[src/rtl/ttl_decoder_scan_sequencer.sv]
// Address/strobe sequencer for a 3-to-8 style decoder: scans addresses one at a time,
// holding each for DWELL cycles with a BLANK gap so no two decoder outputs ever overlap.
module ttl_decoder_scan_sequencer #(
    parameter int WIDTH_OUT  = 8,
    parameter int DWELL      = 4,
    parameter int BLANK      = 1,
    parameter int DELAY_RISE = 0,
    parameter int DELAY_FALL = 0,
    localparam int WIDTH_IN  = $clog2(WIDTH_OUT)
) (
    input  logic                Clk,
    input  logic                Clear_bar,
    input  logic                Start,
    input  logic                Continuous,
    input  logic                Down,
    input  logic                Load_bar,
    input  logic [WIDTH_IN-1:0] D,
    output logic [WIDTH_IN-1:0] A,
    output logic                Strobe,
    output logic                Strobe_bar,
    output logic                Busy,
    output logic                Done,
    output logic [1:0]          state_dbg
);

    localparam int MAX_CNT = (DWELL > BLANK) ? DWELL : BLANK;
    localparam int CW      = $clog2(MAX_CNT + 1);
    localparam logic [CW-1:0]       DWELL_LAST = CW'(DWELL - 1);
    localparam logic [CW-1:0]       BLANK_LAST = CW'(BLANK - 1);
    localparam logic [WIDTH_IN-1:0] LAST_ADDR  = WIDTH_IN'(WIDTH_OUT - 1);
    localparam logic [WIDTH_IN:0]   ADDR_LIMIT = (WIDTH_IN + 1)'(WIDTH_OUT);

    // Outputs are zero-delay in RTL; the delay parameters only describe the board-level part.
    if (DWELL < 1 || BLANK < 1 || DELAY_RISE < 0 || DELAY_FALL < 0) begin : g_bad_params
        $error("ttl_decoder_scan_sequencer: DWELL and BLANK must be >= 1, delays >= 0");
    end

    typedef enum logic [1:0] {
        S_IDLE   = 2'd0,
        S_BLANK  = 2'd1,
        S_ACTIVE = 2'd2
    } state_t;

    state_t              state_q, state_n;
    logic [WIDTH_IN-1:0] a_q, a_n;
    logic [CW-1:0]       cnt_q, cnt_n;
    logic                strobe_q, strobe_bar_q, busy_q, done_q;
    logic                done_n;
    logic [WIDTH_IN-1:0] load_addr, next_addr;
    logic                at_terminal;

    // Out-of-range loads clamp to the last decoder output so A never leaves 0..WIDTH_OUT-1.
    assign load_addr   = ({1'b0, D} >= ADDR_LIMIT) ? LAST_ADDR : D;
    assign at_terminal = Down ? (a_q == '0) : (a_q == LAST_ADDR);
    assign next_addr   = Down ? ((a_q == '0) ? LAST_ADDR : a_q - 1'b1)
                              : ((a_q == LAST_ADDR) ? '0 : a_q + 1'b1);

    always_comb begin
        state_n = state_q;
        a_n     = a_q;
        cnt_n   = cnt_q;
        done_n  = 1'b0;
        case (state_q)
            S_IDLE: begin
                if (!Load_bar) a_n = load_addr;
                if (Start) begin
                    state_n = S_BLANK;
                    cnt_n   = '0;
                end
            end
            S_BLANK: begin
                if (cnt_q == BLANK_LAST) begin
                    state_n = S_ACTIVE;
                    cnt_n   = '0;
                end else begin
                    cnt_n = cnt_q + 1'b1;
                end
            end
            S_ACTIVE: begin
                if (cnt_q == DWELL_LAST) begin
                    cnt_n = '0;
                    if (at_terminal && !Continuous) begin
                        state_n = S_IDLE;
                        done_n  = 1'b1;
                    end else begin
                        // Address moves on the same edge the strobe drops.
                        a_n     = next_addr;
                        state_n = S_BLANK;
                    end
                end else begin
                    cnt_n = cnt_q + 1'b1;
                end
            end
            default: begin
                state_n = S_IDLE;
                cnt_n   = '0;
            end
        endcase
    end

    always_ff @(posedge Clk or negedge Clear_bar) begin
        if (!Clear_bar) begin
            state_q      <= S_IDLE;
            a_q          <= '0;
            cnt_q        <= '0;
            strobe_q     <= 1'b0;
            strobe_bar_q <= 1'b1;
            busy_q       <= 1'b0;
            done_q       <= 1'b0;
        end else begin
            state_q      <= state_n;
            a_q          <= a_n;
            cnt_q        <= cnt_n;
            strobe_q     <= (state_n == S_ACTIVE);
            strobe_bar_q <= (state_n != S_ACTIVE);
            busy_q       <= (state_n != S_IDLE);
            done_q       <= done_n;
        end
    end

    assign A          = a_q;
    assign Strobe     = strobe_q;
    assign Strobe_bar = strobe_bar_q;
    assign Busy       = busy_q;
    assign Done       = done_q;
    assign state_dbg  = state_q;

endmodule

[config.mk]
export PLATFORM = sky130hd
export DESIGN_NAME = ttl_decoder_scan_sequencer
export DESIGN_NICKNAME = d
export VERILOG_FILES = /design/src/rtl/ttl_decoder_scan_sequencer.sv
export SDC_FILE = /design/constraint.sdc
export NUM_CORES = 1
export LEC_CHECK = 0
export ABC_AREA = 1
export CORE_MARGIN = 2
export CORE_UTILIZATION = 40
export CTS_CLUSTER_SIZE = 8
export DETAILED_ROUTE_END_ITERATION = 16
export PLACE_DENSITY = 0.69
export SYNTH_ARGS = -nofsm -noshare
export SYNTH_HDL_FRONTEND = slang
export SYNTH_SLANG_ARGS = --single-unit
[constraint.sdc]
create_clock -name Clk -period 1.93 [get_ports Clk]
set_clock_uncertainty 0.2 [all_clocks]
set_input_delay 0.2895 -clock Clk [delete_from_list [all_inputs] [get_ports Clk]]
set_output_delay 0.2895 -clock Clk [all_outputs]
set_load 0.005 [all_outputs]
======== After elaboration in Yosys (flattened, before gate mapping) ========
Index checks and enable logic that the tools add are counted.
word-level totals
  register bits ........................... 12
  bits of input ports ..................... 9
  output and inout port bits .............. 9
  word-level logic and storage cells ...... 48
cells by class
  add/sub/neg operators ................... 3
  eq/ne operators ......................... 10
  mux-type cells .......................... 20
  reduce and logical (&&, ||, !) cells .... 8
operators by type and width
  kind                                                                    count
  3-bit two-way mux                                                       9
  2-bit inequality test (second input constant)                           5
  3-bit case mux with 3 select lines                                      1
  3-bit by 1-bit adder with 3-bit output (second input constant)          2
  3-bit logical NOT                                                       2
  2-bit two-way mux                                                       3
  2-bit case mux with 3 select lines                                      1
  3-bit case mux with 2 select lines                                      1
  1-bit two-way mux                                                       5
  2-bit equality test (second input constant)                             2
  4-bit AND reduction                                                     1
  2-bit nonzero test                                                      2
  3-bit by 2-bit equality test with 1-bit output (second input constant)  1
  3-bit equality test (second input constant)                             1
  3-bit by 1-bit subtractor with 3-bit output (second input constant)     1
  2-bit by 1-bit equality test with 1-bit output (second input constant)  1
  2-bit logical NOT                                                       1
  1-bit logical AND                                                       1
  1-bit logical NOT                                                       1

======== Depth between registers and ports, before layout ========
Gate-level depths: netlist (run 1).
  word-level depth ........................ 7
  gate-level depth with buffers ........... 10
  mapped depth without buffers ............ 10

======== Worst setup path before layout (run 1) ========
Ideal clock, no wire load.
  kind .................................... reg-to-reg
  start point ............................. register state_q[0] (netlist: state_dbg[0])
  end point ............................... register busy_q (netlist: Busy)
  setup time .............................. 119 ps
  arrival ................................. 1,261 ps
  required time ........................... 1,611 ps
  setup slack ............................. 350 ps
  stages on the path, launching flop included .. 10
  buffers on the path ..................... 1
  period minus slack after synthesis ...... 1,580 ps
  path through ............................ dfrtp_1 -> inv_1 -> ha_1 -> buf_6 -> nand3_1 -> nand2_1 -> nor2_4 -> nand2_2 -> nand2_1 -> nand2_1
between the ends
  word-level cells in the longest chain between the ends .. 3
  elaborated cells between the ends (all ways) .. 8
  classes of those cells .................. eq/ne (2); mux (4); reduce/logical (2)
ends and longest elaborated chain
  what                                               RTL line  RTL
  start, declared                                    44        state_t state_q, state_n;
  start signal, assigned                             111       state_q <= state_n;
  2-bit equality test, or another cell as far along  63        case (state_q)
  2-bit case mux with 3 select lines (*)             63
  2-bit nonzero test (*)                             116       busy_q <= (state_n != S_IDLE);
  end signal, assigned                               116
  end, declared                                      47        logic strobe_q, strobe_bar_q, busy_q, done_q;
Mark *: on every way between the ends. The rest lies on a longest branch, timed or not.
A chain may end at the register's enable or synchronous reset.

======== Final worst setup path (run 1) ========
  start point ............................. register strobe_bar_q (netlist: Strobe_bar)
  end point ............................... output port Strobe_bar
RTL lines
  what                    RTL line  RTL
  start, declared         47
  start signal, assigned  115       strobe_bar_q <= (state_n != S_ACTIVE);
  end, declared           20        output logic Strobe_bar,
No word-level cell between the ends.

==> results.sh, run 1 <==
export IMPL_overflow=0
export IMPL_drt_iter0_drc=11
export IMPL_synth_common_cells="32 x nand2_1, 15 x inv_1, 12 x ha_1"
export IMPL_ys_warn_count=0
export IMPL_rows=17
export IMPL_period_needed_ns=1.77
export IMPL_p_leak_uw=0.000566
export IMPL_netlist_instances=116
export IMPL_port_buffers=17
export IMPL_htreeDepth=1
export IMPL_route_detailed_drc=0
export IMPL_clk_pin_slew_ns=0.08
export IMPL_final_util=0.524
export IMPL_n_fill_cell=222
export IMPL_clock_sinks=12
export IMPL_cts_resized=0
export IMPL_whs_ns=0.159
export IMPL_diodes=0
export IMPL_initial_core_util=0.414
export IMPL_vias=762
export IMPL_cts_setup_buffers=0
export IMPL_track_usage=0.150
export IMPL_maxCapViolCount=0
export IMPL_hpwl_mm=1.38
export IMPL_place_area_um2=1090
export IMPL_critical_path_top_delay_family="flip-flops"
export IMPL_synth_area_um2=888
export IMPL_syn2layout_area_growth_pct=26.8
export IMPL_tightest_slew_ns=0.532
export IMPL_cp_slowest_cell="dfstp_2"
export IMPL_power_per_cell_area_nw_per_um2=1310
export IMPL_status="completed"
export IMPL_dr_pass1_iters=4
export IMPL_finalSetupTns_ns=0
export IMPL_fin_crit_sh=0.918
export IMPL_finalSetupViolCount=0
export IMPL_core_area_um2=2150
export IMPL_grt_pass1_wl_mm=2.96
export IMPL_start_kind="flop"
export IMPL_yosysSeqAreaShare=0.339
export IMPL_synthTopCellsByArea="dfrtp_1 31%, ha_1 17%, nand2_1 14%, inv_1 6.3%, nor2_4 5.1%"
export IMPL_crit_chain="clkdlybuf4s50_1"
export IMPL_cts_tree="built"
export IMPL_fin_area_um2=1130
export IMPL_clk_insertion_delay_late_ns=0.27
export IMPL_slew_viol_final=0
export IMPL_synth_ff_type="dfrtp_1"
export IMPL_hold_violations=0
export IMPL_antenna_found_initial=0
export IMPL_drive_above_1_share=0.197
export IMPL_min_path_type="input pin to async pin"
export IMPL_syn_num_nets=137
export IMPL_dieArea_um2=2610
export IMPL_cts_buffer_depth=2
export IMPL_path_buf_inv=1
export IMPL_yosys_area_top_type_share=0.310
export IMPL_ioPinCount=18
export IMPL_antenna_left=0
export IMPL_rr_worst_depth=9
export IMPL_cp_end_kind="output pin"
export IMPL_critPathMaxFanout=1
export IMPL_routabilityCongestion=0.795
export IMPL_critPathMaxStageDelay_ns=0.52
export IMPL_grt_start_max_net_pins=13
export IMPL_critPathRequiredTime_ns=1.44
export IMPL_nets=159
export IMPL_cts_buffers=3
export IMPL_irDropWorstVdd_mv=0.673
export IMPL_post_layout_nonfiller_instances=165
export IMPL_synth_cell_type_count=18
export IMPL_fmax_mhz=565
export IMPL_rsz0062_at_grt="no"
export IMPL_cts_hold_buf=0
export IMPL_cts_root_buf="clkbuf_4"
export IMPL_ys_ff_latch=12
export IMPL_synth_most_common_cell="nand2_1"
export IMPL_grt_pass1_vias=752
export IMPL_drt_total_wl_mm=1.69
export IMPL_synth_edf_count=0
export IMPL_drt_wirelength_per_cell_um=10.3
export IMPL_syn_area_per_cell_um2=7.66
export IMPL_worstPathArrival_ns=1.28
export IMPL_placed_cells=161
export IMPL_slew_headroom=0.644
export IMPL_async_flop_share=1.00
export IMPL_drt_vias_per_instance=4.62
export IMPL_crit_type="flop to output pin"
export IMPL_chipWidth_um=51.1
export IMPL_cp_depth=1
export IMPL_die_height_um=51.1
export IMPL_yosys_area_top_type="dfrtp_1"
-- layout by cell type (no fill, tap or decap), types with 4 or more instances in the layout --
cell type and n:
clkdlybuf4s50_1 17, nor2_4 4, nand2_1 32, nand2_2 6
ha_1 12, dfrtp_1 11, nor2_1 7, o21ai_1 5
nand3_1 5, inv_1 15, inv_2 7
-- report_power, final --
part / switching (uW) / total, uW / internal (uW) / leakage, uW
logic: 487 / 869 / 383 / 0.000391
clock network: 84.4 / 199 / 115 / 0.0000210
registers: 66.2 / 402 / 336 / 0.000154
total: 637 / 1470 / 833 / 0.000566
-- layer usage --
metal / track usage / up-vias / wire length [um]
met5: 0 / - / 0
met3: 0.0205 / 4 / 76
met2: 0.277 / 17 / 849
li1: - / 392 / -
met4: 0.0541 / 0 / 23
met1: 0.175 / 349 / 743
-- logic make-up (layout without fill, tap and decap cells) --
family                   Yosys count  after routing  share of synthesized area
buffers and inverters             24             45                      0.110
adder cells (fa/ha/maj)           12             12                      0.169
flip-flops                        12             12                      0.339
AO/OA/AOI/OAI                     10             10                     0.0591
AND/OR/NAND/NOR                   58             58                      0.323
-- state kept, by name, indices dropped and copies added (netlist names) --
register,count
Busy,1
cnt_q,3
state_dbg,2
A,3
Done,1
Strobe,1
Strobe_bar,1
-- final cells by class --
class                   count  area, um^2  area share
multi-input cells          80         489       0.434
flip-flops and latches     12         302       0.268
repair buffers             18         178       0.158
inverters                  23        86.3      0.0767
clock buffers               4        36.3      0.0322
well taps                  28        35.0      0.0311
-- worst paths after layout --
path,startpoint,end,slack (ns)
hold / removal,Clear_bar,state_dbg[1],0.16
hold reg to reg,cnt_q[1],cnt_q[1],0.37
min in group Clk,cnt_q[1],cnt_q[1],0.37
setup / recovery,Strobe_bar,Strobe_bar,0.16
max in group asynchronous,Clear_bar,Strobe_bar,1.01
setup reg to reg,state_dbg[0],A[2],0.26
-- stage by stage --
| stage | power [uW] | worst slack [ns] |
|---|---|---|
| 4_1_cts | 1490 | 0.150 |
| 3_3_place_gp | 1250 | 0.241 |
| 5_1_grt | 1620 | 0.106 |
| 3_5_place_dp | 1280 | 0.229 |
| 2_1_floorplan | 989 | 0.350 |
| 6_report | 1470 | 0.159 |
Power figures use the tool's default switching activity.
==> run 2: changes to the inputs <==
--- a/config.mk
+++ b/config.mk
@@ -10,7 +10,6 @@
 export CORE_UTILIZATION = 40
 export CTS_CLUSTER_SIZE = 8
 export DETAILED_ROUTE_END_ITERATION = 16
-export PLACE_DENSITY = 0.69
 export SYNTH_ARGS = -nofsm -noshare
 export SYNTH_HDL_FRONTEND = slang
 export SYNTH_SLANG_ARGS = --single-unit
==> results.sh, run 2 (synthesized netlist as in run 1, its figures left out) <==
export IMPL_cts_tree="built"
export IMPL_r2r_start="state_dbg[0]"
export IMPL_port_buffers=17
export IMPL_rsz0062_at_grt="no"
export IMPL_core_area_um2=2150
export IMPL_fmax_mhz=566
export IMPL_crit_chain="clkdlybuf4s50_1"
export IMPL_irDropWorstVdd_mv=0.656
export IMPL_chipWidth_um=51.1
export IMPL_cp_slowest_cell="dfstp_2"
export IMPL_critPathMaxStageDelay_ns=0.51
export IMPL_clock_sinks=12
export IMPL_slew_viol_final=0
export IMPL_place_area_um2=1090
export IMPL_fin_area_um2=1120
export IMPL_overflow=0
export IMPL_dieArea_um2=2610
export IMPL_p_comb_frac=0.598
export IMPL_final_cell_mix="32 x nand2_1, 17 x clkdlybuf4s50_1, 15 x inv_1, 12 x ha_1, 11 x dfrtp_1"
export IMPL_cts_root_buf="clkbuf_4"
export IMPL_finalSetupViolCount=0
export IMPL_rr_worst_depth=9
export IMPL_critPathMaxFanout=1
export IMPL_maxCapViolCount=0
export IMPL_routed_top_layer="met4"
export IMPL_antenna_found_initial=0
export IMPL_critical_path_top_delay_family="flip-flops"
export IMPL_clk_pin_slew_ns=0.09
export IMPL_drt_wirelength_per_cell_um=10.2
export IMPL_hpwl_mm=1.31
export IMPL_path_buf_inv=1
export IMPL_initial_core_util=0.414
export IMPL_hold_violations=0
export IMPL_p_leak_uw=0.000560
export IMPL_slew_headroom=0.629
export IMPL_grt_pass1_wl_mm=2.88
export IMPL_grt_pass1_vias=734
export IMPL_drt_total_wl_mm=1.68
export IMPL_worstPathArrival_ns=1.28
export IMPL_cts_buffer_depth=2
export IMPL_route_detailed_drc=0
export IMPL_placed_cells=161
export IMPL_sw_frac_of_total=0.445
export IMPL_rows=17
export IMPL_status="completed"
export IMPL_wl_met1_um=789
export IMPL_drt_iter0_drc=5
export IMPL_die_height_um=51.1
export IMPL_p_clk_frac=0.123
export IMPL_wl_met2_um=790
export IMPL_cts_resized=0
export IMPL_dr_pass1_iters=3
export IMPL_period_needed_ns=1.77
export IMPL_internal_power_uw=796
export IMPL_p_switching_uw=638
export IMPL_min_path_type="input pin to async pin"
export IMPL_diodes=0
export IMPL_track_usage=0.151
export IMPL_fin_crit_sh=0.915
export IMPL_post_layout_nonfiller_instances=165
export IMPL_drt_vias_per_instance=4.47
export IMPL_nets=159
export IMPL_power_frac_seq=0.278
export IMPL_tightest_slew_ns=0.554
export IMPL_final_common_cell="nand2_1"
export IMPL_r2r_slack_ns=0.26
export IMPL_cp_end_kind="output pin"
export IMPL_finalSetupTns_ns=0
export IMPL_vias=738
export IMPL_critPathRequiredTime_ns=1.44
export IMPL_routabilityCongestion=0.752
export IMPL_crit_type="flop to output pin"
export IMPL_wl_met3_um=50
export IMPL_antenna_left=0
export IMPL_cts_hold_buf=0
export IMPL_fin_ws_ns=0.165
export IMPL_cts_setup_buffers=0
export IMPL_ioPinCount=18
export IMPL_final_util=0.520
export IMPL_grt_start_max_net_pins=13
export IMPL_detailedPlace_worstSlack_ns=0.201
export IMPL_htreeDepth=1
export IMPL_start_kind="flop"
export IMPL_power_per_cell_area_nw_per_um2=1280
export IMPL_clk_insertion_delay_late_ns=0.29
export IMPL_cts_buffers=3
export IMPL_drive_above_1_share=0.190
export IMPL_timing_rr_end="A[2]"
export IMPL_syn2layout_area_growth_pct=25.6
[run 2: changes by cell type in the layout (fill, tap and decap cells not counted)]
cell / previous run / this run
clkbuf_1: 0 / 1
clkbuf_8: 1 / 0
[run 2: worst max-delay path by stage]
| stage | from | to | slack (ns) | cells after the start |
|---|---|---|---|---|
| 2_1_floorplan | state_dbg[0] | Busy | 0.35 | 9 |
| 3_3_place_gp | Down | Busy | 0.22 | 8 |
| 3_5_place_dp | Down | Busy | 0.20 | 8 |
| 4_1_cts | Strobe_bar | Strobe_bar | 0.16 | 1 |
| 5_1_grt | state_dbg[0] | A[2] | 0.12 | 9 |
| 6_report | Strobe_bar | Strobe_bar | 0.16 | 1 |
[run 2: final cells by class]
| cell class | count | area [um^2] |
|---|---|---|
| fill | 212 | 1030 |
| multi-input combinational | 80 | 489 |
| sequential | 12 | 302 |
| timing repair buffer | 18 | 178 |
| inverter | 23 | 86.3 |
| tap | 28 | 35.0 |
| clock buffer | 4 | 26.3 |
[run 2: power by group through the flow]
stage	sequential, uW	clock [uW]	combinational (uW)
after floorplan	411	0	579
after global placement	403	0	853
after detailed placement	404	0	864
after CTS	399	179	873
after global routing	411	188	985
final	399	177	858
[run 2: per-stage QoR]
| step | power (uW) | hold WS, ns |
|---|---|---|
| 2_1_floorplan | 989 | -0.206 |
| 3_3_place_gp | 1260 | 0.345 |
| 3_5_place_dp | 1270 | 0.357 |
| 4_1_cts | 1450 | 0.178 |
| 5_1_grt | 1580 | 0.214 |
| 6_report | 1430 | 0.145 |
[run 2: routing by layer]
metal,up-vias,GRT usage
met4,0,0.108
met3,5,0.0175
met1,329,0.176
met2,12,0.255
li1,392,-
met5,-,0
==> run 3: changes to the inputs <==
--- a/config.mk
+++ b/config.mk
@@ -10,6 +10,7 @@
 export CORE_UTILIZATION = 40
 export CTS_CLUSTER_SIZE = 8
 export DETAILED_ROUTE_END_ITERATION = 16
+export REMOVE_ABC_BUFFERS = 1
 export SYNTH_ARGS = -nofsm -noshare
 export SYNTH_HDL_FRONTEND = slang
 export SYNTH_SLANG_ARGS = --single-unit
==> constraint.sdc (replaced) <==
create_clock -name Clk -period 2.15 [get_ports Clk]
set_clock_uncertainty 0.2 [all_clocks]
set_input_delay 0.3225 -clock Clk [delete_from_list [all_inputs] [get_ports Clk]]
set_output_delay 0.3225 -clock Clk [all_outputs]
set_load 0.005 [all_outputs]
==> results.sh, run 3 (synthesized netlist as in run 1, its figures left out) <==
export IMPL_status="completed"
export IMPL_clk_insertion_delay_late_ns=0.28
export IMPL_route_detailed_drc=0
export IMPL_p_total_uw=1300
export IMPL_clk_pin_slew_ns=0.08
export IMPL_whs_ns=0.202
export IMPL_crit_type="flop to output pin"
export IMPL_grt_pass1_wl_mm=2.92
export IMPL_antenna_found_initial=0
export IMPL_final_common_cell="nand2_1"
export IMPL_overflow=0
export IMPL_drive_above_1_share=0.191
export IMPL_tightest_slew_ns=0.570
export IMPL_path_buf_inv=1
export IMPL_fmax_mhz=555
export IMPL_finalSetupTns_ns=0
export IMPL_grt_pass1_vias=702
export IMPL_drt_iter0_drc=7
export IMPL_irDropWorstVdd_mv=0.671
export IMPL_start_kind="flop"
export IMPL_cts_hold_buf=0
export IMPL_diodes=0
export IMPL_dr_pass1_iters=4
export IMPL_fin_crit_sh=0.838
export IMPL_drt_wirelength_per_cell_um=10.2
export IMPL_slew_headroom=0.619
export IMPL_critical_path_top_delay_family="flip-flops"
export IMPL_core_area_um2=2150
export IMPL_syn2layout_area_growth_pct=25.9
export IMPL_rsz0062_at_grt="no"
export IMPL_post_layout_nonfiller_instances=164
export IMPL_worstPathArrival_ns=1.28
export IMPL_antenna_left=0
export IMPL_initial_core_util=0.414
export IMPL_hold_violations=0
export IMPL_critPathMaxStageDelay_ns=0.52
export IMPL_grt_start_max_net_pins=13
export IMPL_min_path_type="input pin to async pin"
export IMPL_drt_total_wl_mm=1.67
export IMPL_cts_resized=0
export IMPL_ioPinCount=18
export IMPL_cts_buffer_depth=2
export IMPL_track_usage=0.151
export IMPL_vias=740
export IMPL_finalSetupViolCount=0
export IMPL_rows=17
export IMPL_nets=158
export IMPL_final_cell_mix="32 x nand2_1, 17 x clkdlybuf4s50_1, 15 x inv_1, 12 x ha_1, 11 x dfrtp_1"
export IMPL_cts_setup_buffers=0
export IMPL_critPathMaxFanout=1
export IMPL_cts_tree="built"
export IMPL_final_util=0.521
export IMPL_chipWidth_um=51.1
export IMPL_critPathRequiredTime_ns=1.63
export IMPL_cts_buffers=3
export IMPL_dieArea_um2=2610
export IMPL_period_needed_ns=1.80
export IMPL_placed_cells=160
export IMPL_clock_sinks=12
export IMPL_cp_end_kind="output pin"
export IMPL_drt_vias_per_instance=4.51
export IMPL_power_per_cell_area_nw_per_um2=1160
export IMPL_die_height_um=51.1
export IMPL_crit_chain="clkdlybuf4s50_1"
export IMPL_port_buffers=17
export IMPL_cts_root_buf="clkbuf_4"
export IMPL_htreeDepth=1
export IMPL_slew_viol_final=0
export IMPL_hpwl_mm=1.33
export IMPL_maxCapViolCount=0
export IMPL_p_leak_uw=0.000561
export IMPL_cp_slowest_cell="dfstp_2"
export IMPL_routabilityCongestion=0.772
-- run 3: changes by cell type in the layout (fill, tap and decap cells not counted) --
cell and delta:
clkbuf_8 +1, buf_4 -1, clkbuf_1 -1
-- run 3: routing by layer --
| layer | up-vias | wire, um | track usage |
|---|---|---|---|
| met2 | 16 | 788 | 0.253 |
| li1 | 389 | - | - |
| met4 | 0 | 36 | 0.0811 |
| met5 | - | 0 | 0 |
| met3 | 5 | 76 | 0.0175 |
| met1 | 330 | 769 | 0.188 |
-- run 3: power breakdown --
part           switching [uW]  internal, uW
Combinational             415           328
Clock                    79.9           103
Sequential               68.1           301
-- run 3: final timing paths --
kind                               from         end  slack, ns  depth (start not counted)
hold reg to reg                cnt_q[1]    cnt_q[1]       0.36                          2
hold / removal                Clear_bar        A[2]       0.20                          1
setup reg to reg           state_dbg[0]        A[0]       0.41                          9
max in group asynchronous     Clear_bar  Strobe_bar       1.17                          1
setup / recovery             Strobe_bar  Strobe_bar       0.35                          1
min in group Clk               cnt_q[1]    cnt_q[1]       0.36                          2
-- run 3: cell type report --
class	count	area, um^2
inverters	23	86.3
well taps	28	35.0
fillers	216	1030
multi-input cells	80	489
repair buffers	17	170
clock buffers	4	36.3
flip-flops and latches	12	302
-- run 3: per-stage QoR --
stage	area [um^2]	worst slack, ns
final	1120	0.348
after global routing	1120	0.251
after CTS	1120	0.336
after detailed placement	1080	0.388
after global placement	1080	0.377
after floorplan	877	0.560
